[src/rtl/hop_ctrl.sv]
// Sprite hop controller: turns button edges into fixed-distance, strobe-paced hops within the display bounds.
// Optional macro HOP_QUEUE_EN adds a one-entry buffer for a request that arrives while a hop is busy.
module hop_ctrl #(
    parameter int HOP_DIS   = 48,
    parameter int HOP_STEPS = 4,
    parameter int D_WIDTH   = 640,
    parameter int D_HEIGHT  = 480,
    parameter int SPR_SIZE  = 48
) (
    input  logic        i_clk,
    input  logic        i_rst_n,
    input  logic        i_ani_stb,
    input  logic        i_animate,
    input  logic        i_up,
    input  logic        i_down,
    input  logic        i_left,
    input  logic        i_right,
    input  logic [11:0] i_start_x,
    input  logic [11:0] i_start_y,
    output logic [11:0] o_x,
    output logic [11:0] o_y,
    output logic        o_busy,
    output logic        o_hop_done,
    output logic        o_blocked,
    output logic [1:0]  o_dir
);

    localparam int                 STEP_PIX = HOP_DIS / HOP_STEPS;
    localparam int                 CNT_W    = $clog2(HOP_STEPS + 1);
    localparam logic signed [12:0] HOP_S    = 13'(HOP_DIS);
    localparam logic signed [12:0] X_MAX    = 13'(D_WIDTH - SPR_SIZE);
    localparam logic signed [12:0] Y_MAX    = 13'(D_HEIGHT - SPR_SIZE);
    localparam logic [11:0]        STEP_U   = 12'(STEP_PIX);
    localparam logic [CNT_W-1:0]   LAST_CNT = CNT_W'(HOP_STEPS - 1);

    typedef enum logic [1:0] {IDLE, CHECK, STEP, DONE} state_t;
    typedef enum logic [1:0] {DIR_UP, DIR_DOWN, DIR_LEFT, DIR_RIGHT} dir_t;

    state_t             state_q;
    dir_t               dir_q;
    logic [11:0]        x_q, y_q;
    logic [CNT_W-1:0]   step_q;
    logic               busy_q, done_q, blocked_q;
    logic [3:0]         btn_q;

    logic [3:0]         btn_now, edges;
    logic               req_valid;
    dir_t               req_dir;
    logic signed [12:0] pos_x, pos_y, tgt, lim;
    logic               hop_bad;

    assign btn_now = {i_right, i_left, i_down, i_up};
    assign edges   = btn_now & ~btn_q;

    always_comb begin
        req_valid = |edges;
        req_dir   = DIR_UP;
        if      (edges[0]) req_dir = DIR_UP;
        else if (edges[1]) req_dir = DIR_DOWN;
        else if (edges[2]) req_dir = DIR_LEFT;
        else if (edges[3]) req_dir = DIR_RIGHT;
    end

    // Bounds are checked only on the axis the hop moves along.
    always_comb begin
        pos_x = {1'b0, x_q};
        pos_y = {1'b0, y_q};
        tgt   = pos_y - HOP_S;
        lim   = Y_MAX;
        case (dir_q)
            DIR_UP:    begin tgt = pos_y - HOP_S; lim = Y_MAX; end
            DIR_DOWN:  begin tgt = pos_y + HOP_S; lim = Y_MAX; end
            DIR_LEFT:  begin tgt = pos_x - HOP_S; lim = X_MAX; end
            DIR_RIGHT: begin tgt = pos_x + HOP_S; lim = X_MAX; end
            default:   begin tgt = pos_y - HOP_S; lim = Y_MAX; end
        endcase
        hop_bad = (tgt < 13'sd0) || (tgt > lim);
    end

`ifdef HOP_QUEUE_EN
    logic q_valid_q;
    dir_t q_dir_q;
    logic pend_valid;
    dir_t pend_dir;

    // A buffered request wins over an edge arriving in the same cycle.
    always_comb begin
        pend_valid = q_valid_q | req_valid;
        pend_dir   = q_valid_q ? q_dir_q : req_dir;
    end
`endif

    always_ff @(posedge i_clk) begin
        if (!i_rst_n) begin
            state_q   <= IDLE;
            dir_q     <= DIR_UP;
            x_q       <= i_start_x;
            y_q       <= i_start_y;
            step_q    <= '0;
            busy_q    <= 1'b0;
            done_q    <= 1'b0;
            blocked_q <= 1'b0;
            // Buttons held through reset must not look like fresh presses afterwards.
            btn_q     <= btn_now;
`ifdef HOP_QUEUE_EN
            q_valid_q <= 1'b0;
            q_dir_q   <= DIR_UP;
`endif
        end else begin
            // NOTE: non-blocking throughout, so every branch sees the pre-edge state and later assignments override earlier defaults.
            btn_q     <= btn_now;
            done_q    <= 1'b0;
            blocked_q <= 1'b0;
`ifdef HOP_QUEUE_EN
            if (state_q != IDLE && req_valid && !q_valid_q) begin
                q_valid_q <= 1'b1;
                q_dir_q   <= req_dir;
            end
`endif
            case (state_q)
                IDLE: begin
                    if (req_valid) begin
                        dir_q   <= req_dir;
                        state_q <= CHECK;
                        busy_q  <= 1'b1;
                    end
                end
                CHECK: begin
                    if (hop_bad) begin
                        blocked_q <= 1'b1;
                        state_q   <= IDLE;
                        busy_q    <= 1'b0;
`ifdef HOP_QUEUE_EN
                        if (pend_valid) begin
                            dir_q     <= pend_dir;
                            q_valid_q <= 1'b0;
                            state_q   <= CHECK;
                            busy_q    <= 1'b1;
                        end
`endif
                    end else begin
                        state_q <= STEP;
                        step_q  <= '0;
                    end
                end
                STEP: begin
                    if (i_ani_stb && i_animate) begin
                        case (dir_q)
                            DIR_UP:    y_q <= y_q - STEP_U;
                            DIR_DOWN:  y_q <= y_q + STEP_U;
                            DIR_LEFT:  x_q <= x_q - STEP_U;
                            DIR_RIGHT: x_q <= x_q + STEP_U;
                            default:   y_q <= y_q;
                        endcase
                        if (step_q == LAST_CNT) begin
                            step_q  <= '0;
                            state_q <= DONE;
                            done_q  <= 1'b1;
                        end else begin
                            step_q <= step_q + 1'b1;
                        end
                    end
                end
                DONE: begin
                    state_q <= IDLE;
                    busy_q  <= 1'b0;
`ifdef HOP_QUEUE_EN
                    if (pend_valid) begin
                        dir_q     <= pend_dir;
                        q_valid_q <= 1'b0;
                        state_q   <= CHECK;
                        busy_q    <= 1'b1;
                    end
`endif
                end
                default: begin
                    state_q <= IDLE;
                    busy_q  <= 1'b0;
                end
            endcase
        end
    end

    assign o_x        = x_q;
    assign o_y        = y_q;
    assign o_busy     = busy_q;
    assign o_hop_done = done_q;
    assign o_blocked  = blocked_q;
    assign o_dir      = dir_q;

endmodule

[config.mk]
export PLATFORM = sky130hd
export DESIGN_NAME = hop_ctrl
export DESIGN_NICKNAME = d
export VERILOG_FILES = /design/src/rtl/hop_ctrl.sv
export SDC_FILE = /design/constraint.sdc
export NUM_CORES = 1
export LEC_CHECK = 0
export ABC_AREA = 0
export BUFFER_PORTS_ARGS = -buffer_cell sky130_fd_sc_hd__buf_4
export CAP_MARGIN = 40
export CORE_ASPECT_RATIO = 0.7
export CORE_MARGIN = 5
export CORE_UTILIZATION = 58
export CTS_BUF_LIST = sky130_fd_sc_hd__clkbuf_4 sky130_fd_sc_hd__clkbuf_8
export DETAILED_ROUTE_END_ITERATION = 6
export GPL_ROUTABILITY_DRIVEN = 0
export PLACE_DENSITY = 0.83
export SYNTH_ARGS = -nofsm -noshare
export SYNTH_HDL_FRONTEND = slang
export SYNTH_SLANG_ARGS = --single-unit
[constraint.sdc]
create_clock -name i_clk -period 4.1 [get_ports i_clk]
set_clock_uncertainty 0.1 [all_clocks]
set_input_delay 0.82 -clock i_clk [delete_from_list [all_inputs] [get_ports i_clk]]
set_output_delay 0.82 -clock i_clk [all_outputs]
set_load 0.005 [all_outputs]
### Word-level counts from Yosys, hierarchy flattened

Cells that the tools add are included.

* add/subtract/negate cells: 9
* $mul: 0
* divide/modulo/power cells: 0
* magnitude comparators: 2
* equal/unequal tests: 16
* shifts and indexed selects: 0
* mux-type cells: 28
* bitwise logic cells: 2
* reductions and logical operators: 17

Operators by type and width (count)
* $mux W12: 6
* $pmux W13 S4: 1
* $pmux W12 S2: 2
* $add A12 B6 Y13 const B: 2
* $pmux W13 S2: 1
* $sub A12 B6 Y13 const B: 2
* $add A12 B4 Y12 const B: 2
* $sub A12 B4 Y12 const B: 2
* $reduce_and A3 Y1: 6
* $mux W2: 8
* $gt A13 B13 Y1: 1
* $lt A13 B1 Y1 const B: 1
* $ne A2 B2 Y1 const B: 5
* $mux W3: 3
* $eq A2 B2 Y1 const B: 4
* $pmux W2 S4: 1
* $ne A3 B1 Y1 const B: 2
* $pmux W3 S2: 1
* $and A4 B4 Y4: 1
* $eq A2 B1 Y1 const B: 2
* $logic_not A2 Y1: 2
* $mux W1: 4
* $ne A2 B1 Y1 const B: 2
* $not A4 Y4: 1
* 10 further kinds: 12

* register bits: 38
* latch bits: 0
* memory bits (writable): 0
* ROM bits: 0
* output and inout bits: 29
* memories: 0

### Depth between registers and ports, before layout

* word-level depth: 7
* mapped depth: 19
* depth with buffers taken out: 17

### Worst setup path after synthesis

OpenSTA, ideal clock, no wires.

* kind: reg-to-reg
* start: register dir_q[0] (netlist: o_dir[0])
* end: register step_q[0]
* setup time: 0.117 ns
* arrival: 3.134 ns
* path slack: 0.749 ns
* stages on the path, launching flop included: 16
* path buffers: 2
* clock period less this slack: 3.351 ns
* cell sequence: dfxtp_1 -> buf_6 -> and2_4 -> buf_6 -> inv_8 -> mux2_2 -> a2111oi_0 -> a31oi_1 -> xor2_1 -> ha_1 -> or2_2 -> o32ai_1 -> a41oi_1 -> o31ai_4 -> o21ai_2 -> a32o_1

* longest elaborated chain between the ends: 7

RTL lines
* start, declared: RTL line 40 `dir_t dir_q;`
* start signal, assigned: RTL line 123 `dir_q <= req_dir;`
* $eq A2 B2 Y1 (tied with other cells): RTL line 70 `case (dir_q)`
* $reduce_or A2 Y1 (no line)
* $pmux W13 S2: RTL line 70
* $gt A13 B13 Y1: RTL line 77 `hop_bad = (tgt < 13'sd0) || (tgt > lim);`
* $logic_or A1 B1 Y1 *: RTL line 77
* $ne A2 B2 Y1 (no line) *
* $reduce_and A3 Y1 (no line) *
* end signal, assigned: RTL line 160 `step_q <= step_q + 1'b1;`
* end, declared: RTL line 42 `logic [CNT_W-1:0] step_q;`

Mark *: on every way between the ends. The rest lies on a longest branch, timed or not. The select of a mux whose other input is x is not followed.
A chain may end at the register's enable or synchronous reset.

### Worst setup path in the final report

Ends and elaborated chain as after synthesis.

==> flow_summary.yaml <==
setup_path:
  r2r_end: "step_q[0]$_SDFFE_PN0P_"
  start_kind: "flop"
  cp_num_buf_inv: 0
  cp_top_family: "compound AO/OA/AOI/OAI gates"
  regToRegSetupSlack_ns: 0.33
  r2r_start: "o_dir[0]$_SDFFE_PN0P_"
  cp.required_ns: 4.18
  worstPathCellList: "nand2b_1 -> nand2_1 -> nand2_1 -> ha_1 -> nor2_1 -> mux2i_1 -> nor3_1 -> a31oi_1 -> xor2_1 -> ha_1 -> nand4_1 -> a211oi_1 -> a41oi_2 -> o31ai_4 -> o21ai_2 -> a32o_1"
  worstRegToRegCells: 16
  crit_type: "flop to flop"
  worstPathMaxFanout: 9
  crit_start: "o_dir[0]$_SDFFE_PN0P_"
  critPathMaxStageDelay_ns: 0.44
  endpoint_kind: "flop"
  slowest_stage: "dfxtp_2"
  cp_data_arrival_time_ns: 3.85
sta:
  tns_ns: 0
  setup_viol: 0
  slew_headroom_pct: 48.2
  period_share_pct: 91.9
  finalHoldViolCount: 0
  slew_violations: 0
  rsz0062_at_grt: "no"
  timing.fmax_ghz: 0.265
  max_slew.worst_pin.slew_ns: 0.770
  min_period_ns: 3.77
yosys:
  ys_top_cells_by_count: "ha_1, edfxtp_1, nand2_1, nor2_1"
  synthAdderAreaFrac_pct: 13.1
  synth-compound-area-share_pct: 16.6
  post_synth_and_or_nand_nor_area_fraction_pct: 17.5
  yosysMostFrequentCell: "ha_1"
  yosysTopAreaCellShare_pct: 23.5
  synthMuxAreaShare_pct: 10.8
  async_flop_share_pct: 0
  syn_inst: 322
  yosysUniqueCellTypes: 57
  synth_xor_area_share_pct: 5.42
  ys_ff_latch: 38
  synthesis.area_um2: 3070
  yosysTopAreaCell: "edfxtp_1"
  synth_area_per_cell_um2: 9.54
  ys_warn_count: 0
  synth_edf_count: 24
  synth_top_flop_cell: "edfxtp_1"
  synth.area.top_cells: "edfxtp_1, ha_1, dfxtp_1, mux2_2, mux2i_1"
  synthesis.nets: 385
  ys_seq_area_share_pct: 32.6
  synth_top_family_by_area: "simple AND/OR/NAND/NOR gates"
pwr:
  leakagePower_uw: 0.00157
  pwr_density_cell_nw_per_um2: 399
  irDropWorstVdd_uv: 234
clock_tree:
  path_clk_slew_ns: 0.08
  clockBufferDepth: 2
  clock-sinks: 38
  cts-root-buf: "clkbuf_8"
  worstSkewPairLatency_ns: 0.28
  h-tree-depth: 2
  cts_tree: "built"
  cts_buffers: 5
  cts_setup_buffers: 0
route:
  drc: 0
  drt_pass1_iterations: 5
  drt_iter0_drc: 199
  routed_wl_um: 8020
  routedWlPerCell_um: 17.5
  viasPerCell: 6.01
  route.vias.total: 2753
  ant_nets: 0
global_route:
  overflow: 0
  gr-usage-met1_pct: 31.4
  antenna_found_initial: 0
  busiest_layer: "met2"
  grt_pass1_wl_um: 13300
  grt_max_degree: 32
  grt_use_met3_pct: 5.12
  grt_usage_pct: 23.3
  grt_pass1_vias: 2765
  met2_usage_pct: 38.1
status:
  outcome: "completed"
layout:
  final_core_util_pct: 71.9
  final.fill_count: 417
  regArea_um2: 1000
  antennaDiodeCount: 0
  nets: 448
  drive_gt1_share_pct: 27.7
  multiInputGateArea_um2: 1960
  syn_to_final_growth_pct: 21.1
worst_hold_path:
  worstHoldEndpoint: "step_q[2]$_SDFFE_PN0P_"
  hold_depth: 2
  worstHoldStart: "step_q[2]$_SDFFE_PN0P_"
  hp-class: "flop to flop"
die:
  dieWidth_um: 97.0
  dieArea_um2: 6870
  initial_utilization_pct: 59.3
  io_pins: 61
  row_count: 22
  dieHeight_um: 70.9
  core_area_um2: 5170
job:
  cap_violations: 0
placement:
  portBuffers: 60
  dp_hpwl_um: 6180
## how the worst max path moves through the flow
| stage | endpoint | slack, ns | depth (start not counted) |
|---|---|---|---|
| floorplan | step_q[0]$_SDFFE_PN0P_ | 0.75 | 15 |
| global placement | step_q[0]$_SDFFE_PN0P_ | 0.59 | 13 |
| detailed placement | step_q[0]$_SDFFE_PN0P_ | 0.42 | 16 |
| CTS | step_q[0]$_SDFFE_PN0P_ | 0.29 | 16 |
| global route | step_q[0]$_SDFFE_PN0P_ | 0.04 | 17 |
| finish | step_q[0]$_SDFFE_PN0P_ | 0.33 | 16 |
## worst register-to-register path, stage by stage (launching register included)
cell,delay (ns)
dfxtp_2,0.44
nand2b_1,0.29
nand2_1,0.10
nand2_1,0.08
ha_1,0.22
nor2_1,0.07
mux2i_1,0.20
nor3_1,0.09
a31oi_1,0.23
xor2_1,0.11
ha_1,0.30
nand4_1,0.09
a211oi_1,0.35
a41oi_2,0.23
o31ai_4,0.38
o21ai_2,0.12
a32o_1,0.27
## timing repair
action                     in CTS  in global routing
setup endpoints to repair       0                  4
hold buffers                    0                  0
gates resized for setup         0                  5
## cell usage in the layout (no fill, tap or decap), drive strengths merged, types with 3 or more instances in the layout
| cell type | netlist | final |
|---|---|---|
| o21ai | 19 | 19 |
| and3 | 3 | 3 |
| xnor2 | 15 | 15 |
| edfxtp | 24 | 24 |
| a31oi | 3 | 3 |
| and2 | 3 | 3 |
| nor2 | 23 | 23 |
| a2111oi | 3 | 3 |
| inv | 14 | 14 |
| nor3 | 11 | 11 |
| dfxtp | 14 | 14 |
| nor2b | 17 | 17 |
| o31ai | 4 | 4 |
| a211oi | 3 | 3 |
| xor2 | 4 | 4 |
| mux2 | 17 | 17 |
| clkbuf | 5 | 8 |
| mux2i | 14 | 14 |
| nand3 | 5 | 5 |
| a21oi | 18 | 18 |
| buf | 5 | 66 |
| a21o | 6 | 6 |
| ha | 29 | 29 |
| nor4 | 4 | 4 |
| nand2 | 23 | 23 |
| or3 | 4 | 4 |
## layer usage
layer	up-vias	wire, µm	part of all wire (%)
met5	-	0	0
met4	0	64	0.80
met3	8	562	7.0
met2	123	3730	47
met1	1298	3660	46
li1	1324	-	-
## registers in the layout, summed over array words and instances (netlist names), named ones only
signal      cells
o_x            12
o_y            12
state_q         1
btn_q           4
o_busy          1
step_q          3
o_hop_done      1
o_dir           2
o_blocked       1
## stage by stage
stage          instance area (µm²)  worst slack, ns  hold WS, ns  total power, µW  std cells
2_1_floorplan                 3070            0.749        0.312              975        322
3_5_place_dp                  3600            0.418        0.329             1180        450
6_report                      3720            0.333        0.336             1480        458
3_3_place_gp                  3590            0.594        0.329             1160        449
5_1_grt                       3720           0.0382        0.375             1580        458
4_1_cts                       3700            0.291        0.340             1470        458
## power by group
group | switching (µW) | leakage (µW) | internal (µW) | total [µW]
combinational | 332 | 0.00117 | 325 | 657
clock | 133 | 0.0000523 | 151 | 284
sequential | 76.8 | 0.000351 | 465 | 542
## cells by family (layout without fill, tap and decap cells)
logic type                 after synthesis  count (layout)
and+or+nand+nor                        104             104
AOI/OAI and AO/OA                       73              73
adders and majority gates               31              31
buffers and inverters                   26              90
xor gates and xnor gates                19              19
DFF                                     38              38
muxes                                   31              31
## cell type report
type | count | share of cell area (%)
multi-input cells | 258 | 52.8
inverters | 16 | 1.82
repair buffers | 66 | 13.3
clock buffers | 8 | 2.62
flip-flops and latches | 38 | 27.0
well taps | 72 | 2.42
No activity file was read; power rests on OpenSTA's default activity.
